### config.mk
export PLATFORM = sky130hd
export DESIGN_NAME = sync_fifo_wr_arbiter
export DESIGN_NICKNAME = d
export VERILOG_FILES = /design/src/rtl/sync_fifo_pkg.sv /design/src/rtl/sync_fifo_wr_arbiter_rr_pick.sv /design/src/rtl/sync_fifo_wr_arbiter.sv
export SDC_FILE = /design/constraint.sdc
export NUM_CORES = 1
export LEC_CHECK = 0
export BUFFER_PORTS_ARGS = -buffer_cell sky130_fd_sc_hd__buf_4
export CORE_AREA = 10 10 89 76
export CTS_CLUSTER_DIAMETER = 40
export DETAILED_ROUTE_END_ITERATION = 16
export DIE_AREA = 0 0 99 86
export HOLD_SLACK_MARGIN = 0.05
export PLACE_DENSITY = 0.78
export SLEW_MARGIN = 15
export SYNTH_ARGS = -nofsm -noshare
export SYNTH_HDL_FRONTEND = slang
export SYNTH_SLANG_ARGS = --single-unit
### constraint.sdc
create_clock -name clk -period 2.2 [get_ports clk]
set_input_delay 0.11 -clock clk [delete_from_list [all_inputs] [get_ports clk]]
set_output_delay 0.11 -clock clk [all_outputs]
set_load 0.1 [all_outputs]
### src/rtl/sync_fifo_pkg.sv
// sync_fifo_pkg: shared types and helpers for the sync_fifo write arbiter
package sync_fifo_pkg;

   typedef enum logic [1:0] {IDLE = 2'd0, GRANT = 2'd1, FLUSH = 2'd2} arb_state_t;

   localparam int MAX_REQ = 16;

   function automatic int arb_id_w(input int n);
      return (n <= 2) ? 1 : $clog2(n);
   endfunction

   // Returns {found, index}; scan starts just after last and wraps modulo n.
   function automatic logic [4:0] rr_pick_fn(input logic [MAX_REQ-1:0] valid, input logic [3:0] last, input int n);
      logic       found;
      logic [3:0] idx;
      int         j;
      found = 1'b0;
      idx   = '0;
      for (int k = 1; k <= MAX_REQ; k++) begin
         j = (int'(last) + k) % n;
         if (k <= n && !found && valid[j]) begin
            found = 1'b1;
            idx   = 4'(j);
         end
      end
      return {found, idx};
   endfunction

endpackage

### src/rtl/sync_fifo_wr_arbiter_rr_pick.sv
// rr_pick: combinational round-robin priority encoder
module rr_pick
   import sync_fifo_pkg::*;
#(
   parameter int N = 4,
   parameter int W = arb_id_w(N)
) (
   input  logic [N-1:0] valid,
   input  logic [W-1:0] last,
   output logic         found,
   output logic [W-1:0] idx
);

   logic [4:0] r;

   assign r     = rr_pick_fn(MAX_REQ'(valid), 4'(last), N);
   assign found = r[4];
   assign idx   = W'(r[3:0]);

endmodule

### src/rtl/sync_fifo_wr_arbiter.sv
// sync_fifo_wr_arbiter: burst-locked round-robin arbiter in front of a sync_fifo write port
module sync_fifo_wr_arbiter
   import sync_fifo_pkg::*;
#(
   parameter int NUM_REQ    = 4,
   parameter int DATA_WIDTH = 32,
   parameter int MAX_BURST  = 16
) (
   input  logic                          clk,
   input  logic                          rst_n,
   input  logic [NUM_REQ-1:0]            req_valid,
   input  logic [NUM_REQ*DATA_WIDTH-1:0] req_data,
   output logic [NUM_REQ-1:0]            req_ready,
   input  logic                          flush,
   input  logic                          fifo_full,
   input  logic                          fifo_afull,
   output logic [DATA_WIDTH-1:0]         fifo_data_in,
   output logic                          fifo_wr_en,
   output logic                          fifo_sclr,
   output logic [arb_id_w(NUM_REQ)-1:0]  grant_id,
   output logic                          busy
);

   localparam int IW = arb_id_w(NUM_REQ);
   localparam int BW = $clog2(MAX_BURST + 1);

   arb_state_t    state, state_nx;
   logic [IW-1:0] rr_last, rr_last_nx, grant_nx, pick_idx;
   logic [BW-1:0] beat_cnt, beat_nx;
   logic          pick_found, sclr_q, rdy, xfer, last_beat;

   rr_pick #(.N(NUM_REQ), .W(IW)) u_pick (
      .valid (req_valid),
      .last  (rr_last),
      .found (pick_found),
      .idx   (pick_idx)
   );

   assign busy         = state == GRANT;
   assign rdy          = busy & ~fifo_full & ~flush;
   assign req_ready    = rdy ? NUM_REQ'(1) << grant_id : '0;
   assign xfer         = rdy & req_valid[grant_id];
   assign fifo_wr_en   = xfer;
   assign fifo_data_in = busy ? req_data[int'(grant_id)*DATA_WIDTH +: DATA_WIDTH] : '0;
   assign fifo_sclr    = sclr_q;
   assign last_beat    = beat_cnt == BW'(MAX_BURST - 1);

   always_comb begin
      state_nx   = state;
      grant_nx   = grant_id;
      rr_last_nx = rr_last;
      beat_nx    = beat_cnt;
      if (state == IDLE) begin
         if (flush) state_nx = FLUSH;
         else if (pick_found && !fifo_afull) begin
            state_nx = GRANT;
            grant_nx = pick_idx;
            beat_nx  = '0;
         end
      end else if (state == GRANT) begin
         // A dropped valid ends the burst even while ready is held high.
         if (flush) state_nx = FLUSH;
         else if (!req_valid[grant_id] || (xfer && last_beat)) begin
            state_nx   = IDLE;
            rr_last_nx = grant_id;
         end
         if (xfer) beat_nx = beat_cnt + BW'(1);
      end else begin
         state_nx = flush ? FLUSH : IDLE;
      end
   end

   always_ff @(posedge clk or negedge rst_n) begin
      if (!rst_n) begin
         state    <= IDLE;
         grant_id <= '0;
         rr_last  <= IW'(NUM_REQ - 1);
         beat_cnt <= '0;
         sclr_q   <= 1'b0;
      end else begin
         state    <= state_nx;
         grant_id <= grant_nx;
         rr_last  <= rr_last_nx;
         beat_cnt <= beat_nx;
         sclr_q   <= state_nx == FLUSH;
      end
   end

endmodule

==> results.toml, run 1 <==
[run_status]
outcome = "complete, no violations"

[timing]
skew_ns = 0.007045
worst_slew_pin_slew_ns = 0.5302
fmax_mhz = 488.1
rsz0062_at_grt = "no"
max_slew_margin = 0.6450
setup_viol = 0
drv_slew = 0
hold_viol = 0
fin_crit_sh = 0.9312
period_needed_ns = 2.049

[finish]
antenna_cells = 0
fillCellCount = 378
area_delta_synth_final_pct = 98.85
drive_above_1_share = 0.8123
stdcell_count = 387
design_area_mm2 = 0.003451
fin_nets = 465

[clock_tree]
htreeDepth = 1
cts.sinks = 12
numCtsBuffers = 3
clk_pin_slew_worst_paths_ns = 0.06
clk_latency_ns = 0.25
tritoncts = "yes"
cts.path.max_buffers = 2
clockRootBuffer = "clkbuf_8"

[pwr]
powerDensity_mw_per_mm2 = 569.1
vdd_drop_max_mv = 0.3317
leakage_nw = 1.670

[synthesis]
synth_top_family_by_area = "multiplexers"
ys_warn_count = 0
ys_types = 37
netlist_top_cells_area = "mux4_2, dfrtp_1, nor2b_1"
syn_area_per_cell_um2 = 11.65
yosysSeqAreaShare = 0.1745
synthMuxAreaShare = 0.4528
syn_area_mm2 = 0.001735
synth-simple-area-share = 0.2235
async_flop_share = 1.000
synth_top_area_share = 0.4283
synth_top_flop_cell = "dfrtp_1"
ys_ff_latch = 12
synth_edf_count = 0
synth_cells = 149
synthAdderAreaFrac = 0.01442
synth_fp_nets = 288
post-synth-top-area-cell = "mux4_2"
ys_top_cells_by_count = "mux4_2, nor2b_1, dfrtp_1"
synth_compound_gate_area_share = 0.08940
synthXorXnorAreaFrac = 0

[setup_path]
cp-start-kind = "primary input"
crit_arrival_ns = 1.94
cp_data_required_time_ns = 2.09
slowest_stage = "dlygate4sd3_1"
cp_cell_sequence = "dlygate4sd3_1 -> buf_4 -> nor4b_4 -> nor3b_4 -> buf_4"
crit_top_cell = "buf_4"
cpPeakStageDelay_ns = 0.54
cp_max_fo = 10
crit_type = "primary input to output pin"
end_kind = "output pin"

[drt]
vias = 2069
first_pass_iters = 4
ant_nets = 0
viasPerCell = 5.346
drc = 0
drt-total-wl_um = 8247
routedWlPerCell_um = 21.31
drtIter0Drc = 86

[placement]
port_buffers = 177
dpl.cell_count = 381
dpl_cell_area_mm2 = 0.003376
dp_hpwl_um = 7222
routabilityCongestion = 0.8106

[floorplanning]
ios = 178
dieArea_mm2 = 0.008514
start_util = 0.3527
fp.dieW_um = 99
core_mm2 = 0.004921
die_h_um = 86
rows = 23

[global_route]
grt_pass1_vias = 2395
antenna_found_initial = 0
grt_first_pass_wirelength_um = 12690
grt.total_usage = 0.1833
overflow = 0
grt_max_degree = 24

[min_path]
hold_class = "primary input to flop"

[run]
drv_cap = 0
worst max-delay path: cells and delay by family:
kind          cells  cell delay, ns
simple gates      2            0.79
buf+inv           3            1.03
kinds of logic after synthesis:
| group | count (synthesis) |
|---|---|
| adders and majority gates | 2 |
| buffers and inverters | 17 |
| DFF | 12 |
| AOI/OAI and AO/OA | 21 |
| and+or+nand+nor | 60 |
| muxes | 37 |
final timing paths:
check	from	to	slack (ns)	depth (start not counted)
worst max-delay path	flush	req_ready[0]	0.15	5
worst min-delay path	req_valid[2]	grant_id[0]	0.21	3
worst max register to register	grant_id[1]	rr_last[0]	0.38	3
worst min register to register	beat_cnt[2]	beat_cnt[2]	0.51	1
max in group asynchronous	rst_n	rr_last[0]	1.74	2
min in group asynchronous	rst_n	beat_cnt[3]	0.23	2
sequential cells by signal, summed over array words and instances (netlist names):
| signal | flops |
|---|---|
| fifo_sclr | 1 |
| state | 2 |
| beat_cnt | 5 |
| grant_id | 2 |
| rr_last | 2 |
what timing repair did:
action                    in CTS  in global routing
hold endpoints to repair      14                  0
resized for setup              0                  0
buffers inserted               0                  0
hold buffers                   2                  0
where the power goes:
group,internal (mW),switching [mW]
combinational,0.769,0.588
sequential,0.273,0.0871
clock,0.158,0.0885
total,1.20,0.764
layout make-up:
type                    count  area, µm²  share of cell area
clock buffers               4      55.05             0.01595
inverters                   4      15.01            0.004351
multi-input cells         120       1577              0.4569
flip-flops and latches     12      307.8             0.08920
well taps                  62      77.57             0.02248
repair buffers            185       1419              0.4112
cells in the final DEF, fill, tap and decap left out, drive strengths merged:
cell type,Yosys,final
dfrtp,10,10
nor4,1,1
mux4,33,33
a31oi,4,4
and2,1,1
a32o,1,1
and3b,1,1
nand4b,1,1
clkbuf,7,4
a21boi,2,2
and3,3,3
a21oi,3,3
nor3,1,1
o41ai,1,1
nor2b,33,33
nand3,2,2
mux2i,2,2
o31ai,5,5
nor4b,1,1
buf,6,183
nand4bb,1,1
ha,2,2
nor3b,2,2
nor2,4,4
o21bai,1,1
dfstp,2,2
o21ai,1,1
mux2,2,2
dlygate4sd3,0,2
or4,1,1
o211a,1,1
or2,2,2
a211oi,1,1
nand2b,4,4
nand2,2,2
a2bb2oi,1,1
inv,4,4
through the flow:
step / power (mW) / utilization / hold WS, ns / worst slack [ns] / setup TNS, ns
after global routing: 2.083 / 0.7012 / 0.2312 / 0.05733 / 0
after floorplan: 1.381 / - / -0.1856 / -0.002601 / -0.002601
after CTS: 1.987 / 0.7012 / 0.2092 / 0.1384 / 0
final: 1.964 / 0.7012 / 0.2085 / 0.1513 / 0
after global placement: 1.710 / 0.6860 / -0.03951 / 0.4186 / 0
after detailed placement: 1.731 / 0.6860 / -0.03971 / 0.3926 / 0
per-layer routing:
metal	wire [µm]	up-vias	GRT usage	share of wire
li1	-	945	-	-
met1	2861	974	0.1893	0.35
met2	4126	142	0.3180	0.50
met3	1198	8	0.1099	0.15
met4	61	0	0.02991	0.0074
met5	0	-	0	0
No activity file was read; power rests on OpenSTA's default activity.
==> inputs of run 2 (changes only) <==
--- a/config.mk
+++ b/config.mk
@@ -11,7 +11,7 @@
 export DETAILED_ROUTE_END_ITERATION = 16
 export DIE_AREA = 0 0 99 86
 export HOLD_SLACK_MARGIN = 0.05
-export PLACE_DENSITY = 0.78
+export PLACE_DENSITY = 0.86
 export SLEW_MARGIN = 15
 export SYNTH_ARGS = -nofsm -noshare
 export SYNTH_HDL_FRONTEND = slang
==> run 2 against run 1 <==
Non-clock buffer count down 3. Critical path depth down 1. Core utilization down 0.97 points. Final cell count down 0.78%. Global-route usage down 0.46 points. Setup slack better by 0.014 ns. Register-to-register slack better by 0.04 ns. Clock skew down 0.0043 ns. Sequential power down 1%. First-iteration DRC count down 23%. Critical path type is now flop to output pin. Critical endpoint is now fifo_data_in[0]. Highest routed layer unchanged.
==> results.toml, run 2 (same netlist as run 1, synthesis figures left out) <==
[global_route]
grt_max_degree = 25
overflow = 0
grt_pass1_vias = 2353
antenna_found_initial = 0
grt_first_pass_wirelength_um = 12370
grt.total_usage = 0.1787

[placement]
port_buffers = 177
dp_hpwl_um = 7063
post-place-ws_ns = 0.3928
dpl_cell_area_mm2 = 0.003348
routabilityCongestion = 0.8220

[setup_path]
crit_type = "flop to output pin"
r2r-end = "rr_last[1]"
cp_data_required_time_ns = 2.09
slowest_stage = "mux4_2"
regToRegSetupSlack_ns = 0.42
r2r_start = "grant_id[1]"
endpoint = "fifo_data_in[0]"
crit_arrival_ns = 1.92
ff2ff_path_depth = 3
end_kind = "output pin"
crit_start = "grant_id[0]"
crit_top_cell = "buf_4"
cp-start-kind = "flop"
cp_cell_sequence = "buf_4 -> mux4_2 -> nor2b_2 -> buf_4"
cpPeakStageDelay_ns = 0.55
cp_max_fo = 20

[timing]
setup_viol = 0
fin_crit_sh = 0.9246
worst_slew_pin_slew_ns = 0.5467
hold_viol = 0
period_needed_ns = 2.034
worst_slack_ns = 0.1658
drv_slew = 0
fmax_mhz = 491.6
fin_tns_setup_ns = 0
skew_ns = 0.002733
rsz0062_at_grt = "no"
max_slew_margin = 0.6322

[drt]
ant_nets = 0
vias = 2028
routedWlPerCell_um = 20.85
drc = 0
drtIter0Drc = 66
viasPerCell = 5.281
drt-total-wl_um = 8007
first_pass_iters = 4

[clock_tree]
htreeDepth = 1
clockRootBuffer = "clkbuf_8"
clk_pin_slew_worst_paths_ns = 0.05
cts.path.max_buffers = 2
post_cts_buffers = 0
clk_latency_ns = 0.24
tritoncts = "yes"
numCtsBuffers = 3
cts.sinks = 12

[floorplanning]
core_mm2 = 0.004921
rows = 23
start_util = 0.3527
die_h_um = 86
dieArea_mm2 = 0.008514
ios = 178
fp.dieW_um = 99

[finish]
final_cell_mix = "buf_4, mux4_2, nor2b_4"
fillCellCount = 371
regMostFlops = "beat_cnt"
regArea_um2 = 307.8
antenna_cells = 0
multi_input_area_mm2 = 0.001577
drive_above_1_share = 0.8106
fin_nets = 462
final_common_cell = "buf_4"
largest_reg_flops = 5
area_delta_synth_final_pct = 96.11
design_area_mm2 = 0.003403

[pwr]
vdd_drop_max_mv = 0.4473
powerDensity_mw_per_mm2 = 554.6
leakage_nw = 1.645

[run]
drv_cap = 0

[min_path]
hold_class = "primary input to flop"

[run_status]
outcome = "complete, no violations"
==> run 2: worst max-delay path, delay by kind of cell, from the launching register on <==
family | cells | cell delay, ns
flip-flops | 1 | 0.38
buffers and inverters | 2 | 0.59
multiplexers | 1 | 0.55
AND/OR/NAND/NOR | 1 | 0.16
==> run 2: through the flow <==
step / hold slack [ns] / utilization / power [mW] / instances
after floorplan: -0.1856 / - / 1.381 / 149
after global placement: -0.04303 / 0.6804 / 1.672 / 379
after detailed placement: -0.04030 / 0.6804 / 1.698 / 379
after CTS: 0.05551 / 0.6916 / 1.904 / 384
after global routing: 0.06367 / 0.6916 / 1.997 / 384
final: 0.05752 / 0.6916 / 1.887 / 384
==> run 2: cell type report <==
| type | count | area share |
|---|---|---|
| Multi-Input combinational cell | 120 | 0.4632 |
| Timing Repair Buffer | 182 | 0.4059 |
| Sequential cell | 12 | 0.09044 |
| Tap cell | 62 | 0.02279 |
| Clock buffer | 4 | 0.01324 |
| Inverter | 4 | 0.004412 |
==> run 2: worst min-delay path by stage <==
| stage | start | end | slack [ns] | depth (start not counted) |
|---|---|---|---|---|
| 3_3_place_gp | rst_n | fifo_sclr | -0.04 | 1 |
| 4_1_cts | flush | fifo_sclr | 0.06 | 1 |
| 3_5_place_dp | rst_n | fifo_sclr | -0.04 | 1 |
| 6_report | flush | fifo_sclr | 0.06 | 1 |
| 5_1_grt | flush | state[1] | 0.06 | 1 |
| 2_1_floorplan | rst_n | beat_cnt[0] | -0.19 | 0 |
==> run 2: power by group <==
part / internal [mW] / switching (mW)
logic: 0.744 / 0.585
registers: 0.273 / 0.0819
clock network: 0.127 / 0.0763
==> run 2: repair_timing <==
| item | CTS | global route |
|---|---|---|
| resized for setup | 0 | 0 |
| hold buffers | 1 | 0 |
| endpoints found under the hold margin | 12 | 0 |
==> run 2: metal layers <==
layer | part of all wire | track usage
met5 | 0 | 0
met4 | 0.0081 | 0.03381
met3 | 0.11 | 0.08260
met2 | 0.51 | 0.3245
met1 | 0.36 | 0.1857
==> inputs of run 3 (changes only) <==
--- a/config.mk
+++ b/config.mk
@@ -5,11 +5,12 @@
 export SDC_FILE = /design/constraint.sdc
 export NUM_CORES = 1
 export LEC_CHECK = 0
+export ABC_AREA = 1
 export BUFFER_PORTS_ARGS = -buffer_cell sky130_fd_sc_hd__buf_4
-export CORE_AREA = 10 10 89 76
+export CORE_AREA = 10 10 91 77
 export CTS_CLUSTER_DIAMETER = 40
 export DETAILED_ROUTE_END_ITERATION = 16
-export DIE_AREA = 0 0 99 86
+export DIE_AREA = 0 0 101 87
 export HOLD_SLACK_MARGIN = 0.05
 export PLACE_DENSITY = 0.86
 export SLEW_MARGIN = 15
==> run 3 against run 2 <==
Sequential cell count did not move. Register-to-register slack got worse by 0.07 ns. Core utilization rose by 3.1 points. Largest power group unchanged.
==> results.toml, run 3 <==
[timing]
period_needed_ns = 2.034
rsz0062_at_grt = "no"
worst_slew_pin_slew_ns = 0.9654
setup_viol = 0
drv_slew = 0
hold_viol = 0
fin_crit_sh = 0.9244
skew_ns = 0.001740
worst_slack_ns = 0.1664
fmax_mhz = 491.7
max_slew_margin = 0.3564

[pwr]
leakage_nw = 1.652
p_int_mw = 1.311
vdd_drop_max_mv = 0.4677
pwr-share-clk = 0.071
netSwitchingPower_mw = 2.127
pwr-share-comb = 0.806
pwr-share-seq = 0.123
switching_share = 0.6187
powerDensity_mw_per_mm2 = 905.9

[drt]
viasPerCell = 5.475
drc = 0
vias = 2902
ant_nets = 0
drtIter0Drc = 157
first_pass_iters = 4
routedWlPerCell_um = 19.75
drt-total-wl_um = 10470

[synthesis]
async_flop_share = 1.000
synthMuxAreaShare = 0
synth_top_family_by_area = "simple AND/OR/NAND/NOR gates"
synth_top_flop_cell = "dfrtp_1"
synth_edf_count = 0
synth_cells = 299
synth_compound_gate_area_share = 0.2734
ys_types = 31
synth.most_common_cell = "nand3_1"
post-synth-top-area-cell = "nand3_1"
ys_warn_count = 0
synth_fp_nets = 438
yosysSeqAreaShare = 0.1630
syn_area_per_cell_um2 = 6.214
ys_ff_latch = 12
synthAdderAreaFrac = 0.01347
netlist_top_cells_area = "nand3_1, dfrtp_1, a22oi_1"
synth_top_area_share = 0.2047
synth-simple-area-share = 0.4296
syn_area_mm2 = 0.001858
synthXorXnorAreaFrac = 0.004714
ys_top_cells_by_count = "nand3_1, nand2_1, a22oi_1, a31oi_1, inv_1"

[floorplanning]
dieArea_mm2 = 0.008787
die_h_um = 87
rows = 24
fp.dieW_um = 101
core_mm2 = 0.005255
start_util = 0.3536
ios = 178

[setup_path]
cp_max_fo = 16
crit_type = "flop to output pin"
cp_data_required_time_ns = 2.09
crit_arrival_ns = 1.92
end_kind = "output pin"
ff2ff_path_depth = 10
cp-start-kind = "flop"

[finish]
fin_nets = 605
antenna_cells = 0
fin_util = 0.7221
final_common_cell = "buf_4"
area_delta_synth_final_pct = 104.2
largest_reg_flops = 5
final_cell_mix = "buf_4, nand3_1, nand2_1"
drive_above_1_share = 0.5548
regMostFlops = "beat_cnt"

[clock_tree]
cts.path.max_buffers = 2
htreeDepth = 1
clk_latency_ns = 0.24
clockRootBuffer = "clkbuf_8"
clk_pin_slew_worst_paths_ns = 0.05
tritoncts = "yes"
cts.sinks = 12
numCtsBuffers = 3

[placement]
dp_hpwl_um = 8647
post-place-ws_ns = 0.4082
port_buffers = 177
routabilityCongestion = 0.8961

[global_route]
grt_pass1_vias = 2959
overflow = 0
grt_first_pass_wirelength_um = 15910
antenna_found_initial = 0
grt.total_usage = 0.2207
grt_max_degree = 34

[min_path]
hold_class = "primary input to asynchronous set/reset pin"

[run_status]
outcome = "complete, no violations"

[run]
drv_cap = 0
[run 3: changes by cell type after synthesis, sizes merged, moves of 19 or more]
cell / previous run / this run
inv: 4 / 23
nor2b: 33 / 0
a22oi: 0 / 32
nand2: 2 / 59
mux4: 33 / 0
nand3: 2 / 78
a31oi: 4 / 32
[run 3: worst max-delay path, cell delays in order, from the launching register on]
cell and delay, ns:
dfrtp_2 0.49, inv_2 0.14, nand2_1 0.11, inv_1 0.09, buf_4 0.22, a22oi_1 0.13, a31oi_4 0.17, buf_4 0.32
[run 3: cell families after synthesis]
family | after synthesis
compound gates | 75
simple gates | 159
fa+ha+maj | 2
flops | 12
buf+inv | 50
xor+xnor | 1
[run 3: power groups by stage]
stage	Clock, mW	Combinational [mW]	Sequential (mW)
floorplan	0	2.09	0.466
finish	0.243	2.77	0.423
detailed placement	0	2.74	0.422
global placement	0	2.69	0.416
CTS	0.243	2.76	0.420
global route	0.255	2.98	0.438
[run 3: repair_timing]
action,4_1_cts,5_1_grt
endpoints found under the setup margin,0,1
resized for setup,0,1
hold buffers,2,0
endpoints found under the hold margin,14,0
buffers inserted,0,0
[run 3: per-stage QoR]
step                      instance area (µm²)  hold slack [ns]  instances  TNS, ns  total power, mW
after global routing                     3795           0.2785        530        0            3.675
after floorplan                          2366          -0.1856        299   -1.006            2.552
after global placement                   3715         -0.04371        524        0            3.102
after CTS                                3790           0.2452        530        0            3.428
final                                    3795           0.2480        530        0            3.438
after detailed placement                 3715         -0.04000        524        0            3.166
[run 3: cell type report]
cell class	count	area (µm²)
Multi-Input combinational cell	237	1836
Fill cell	417	1460
Timing Repair Buffer	189	1424
Sequential cell	12	305.3
Inverter	23	93.84
Tap cell	65	81.33
Clock buffer	4	55.05
[run 3: path summary, 6_finish.rpt]
| kind | start | endpoint | slack (ns) |
|---|---|---|---|
| min in group clk | fifo_afull | grant_id[1] | 0.30 |
| min | rst_n | state[1] | 0.25 |
| min reg2reg | beat_cnt[4] | beat_cnt[4] | 0.48 |
| max reg2reg | rr_last[0] | beat_cnt[1] | 0.35 |
| max in group asynchronous | rst_n | rr_last[1] | 1.72 |
| max | grant_id[0] | fifo_data_in[0] | 0.17 |
[run 3: routing by layer]
metal	up-vias	track usage	share of wire
met5	-	0	0
met4	0	0.03413	0.015
met3	12	0.07698	0.084
met2	117	0.3803	0.51
met1	1362	0.2620	0.39
li1	1411	-	-
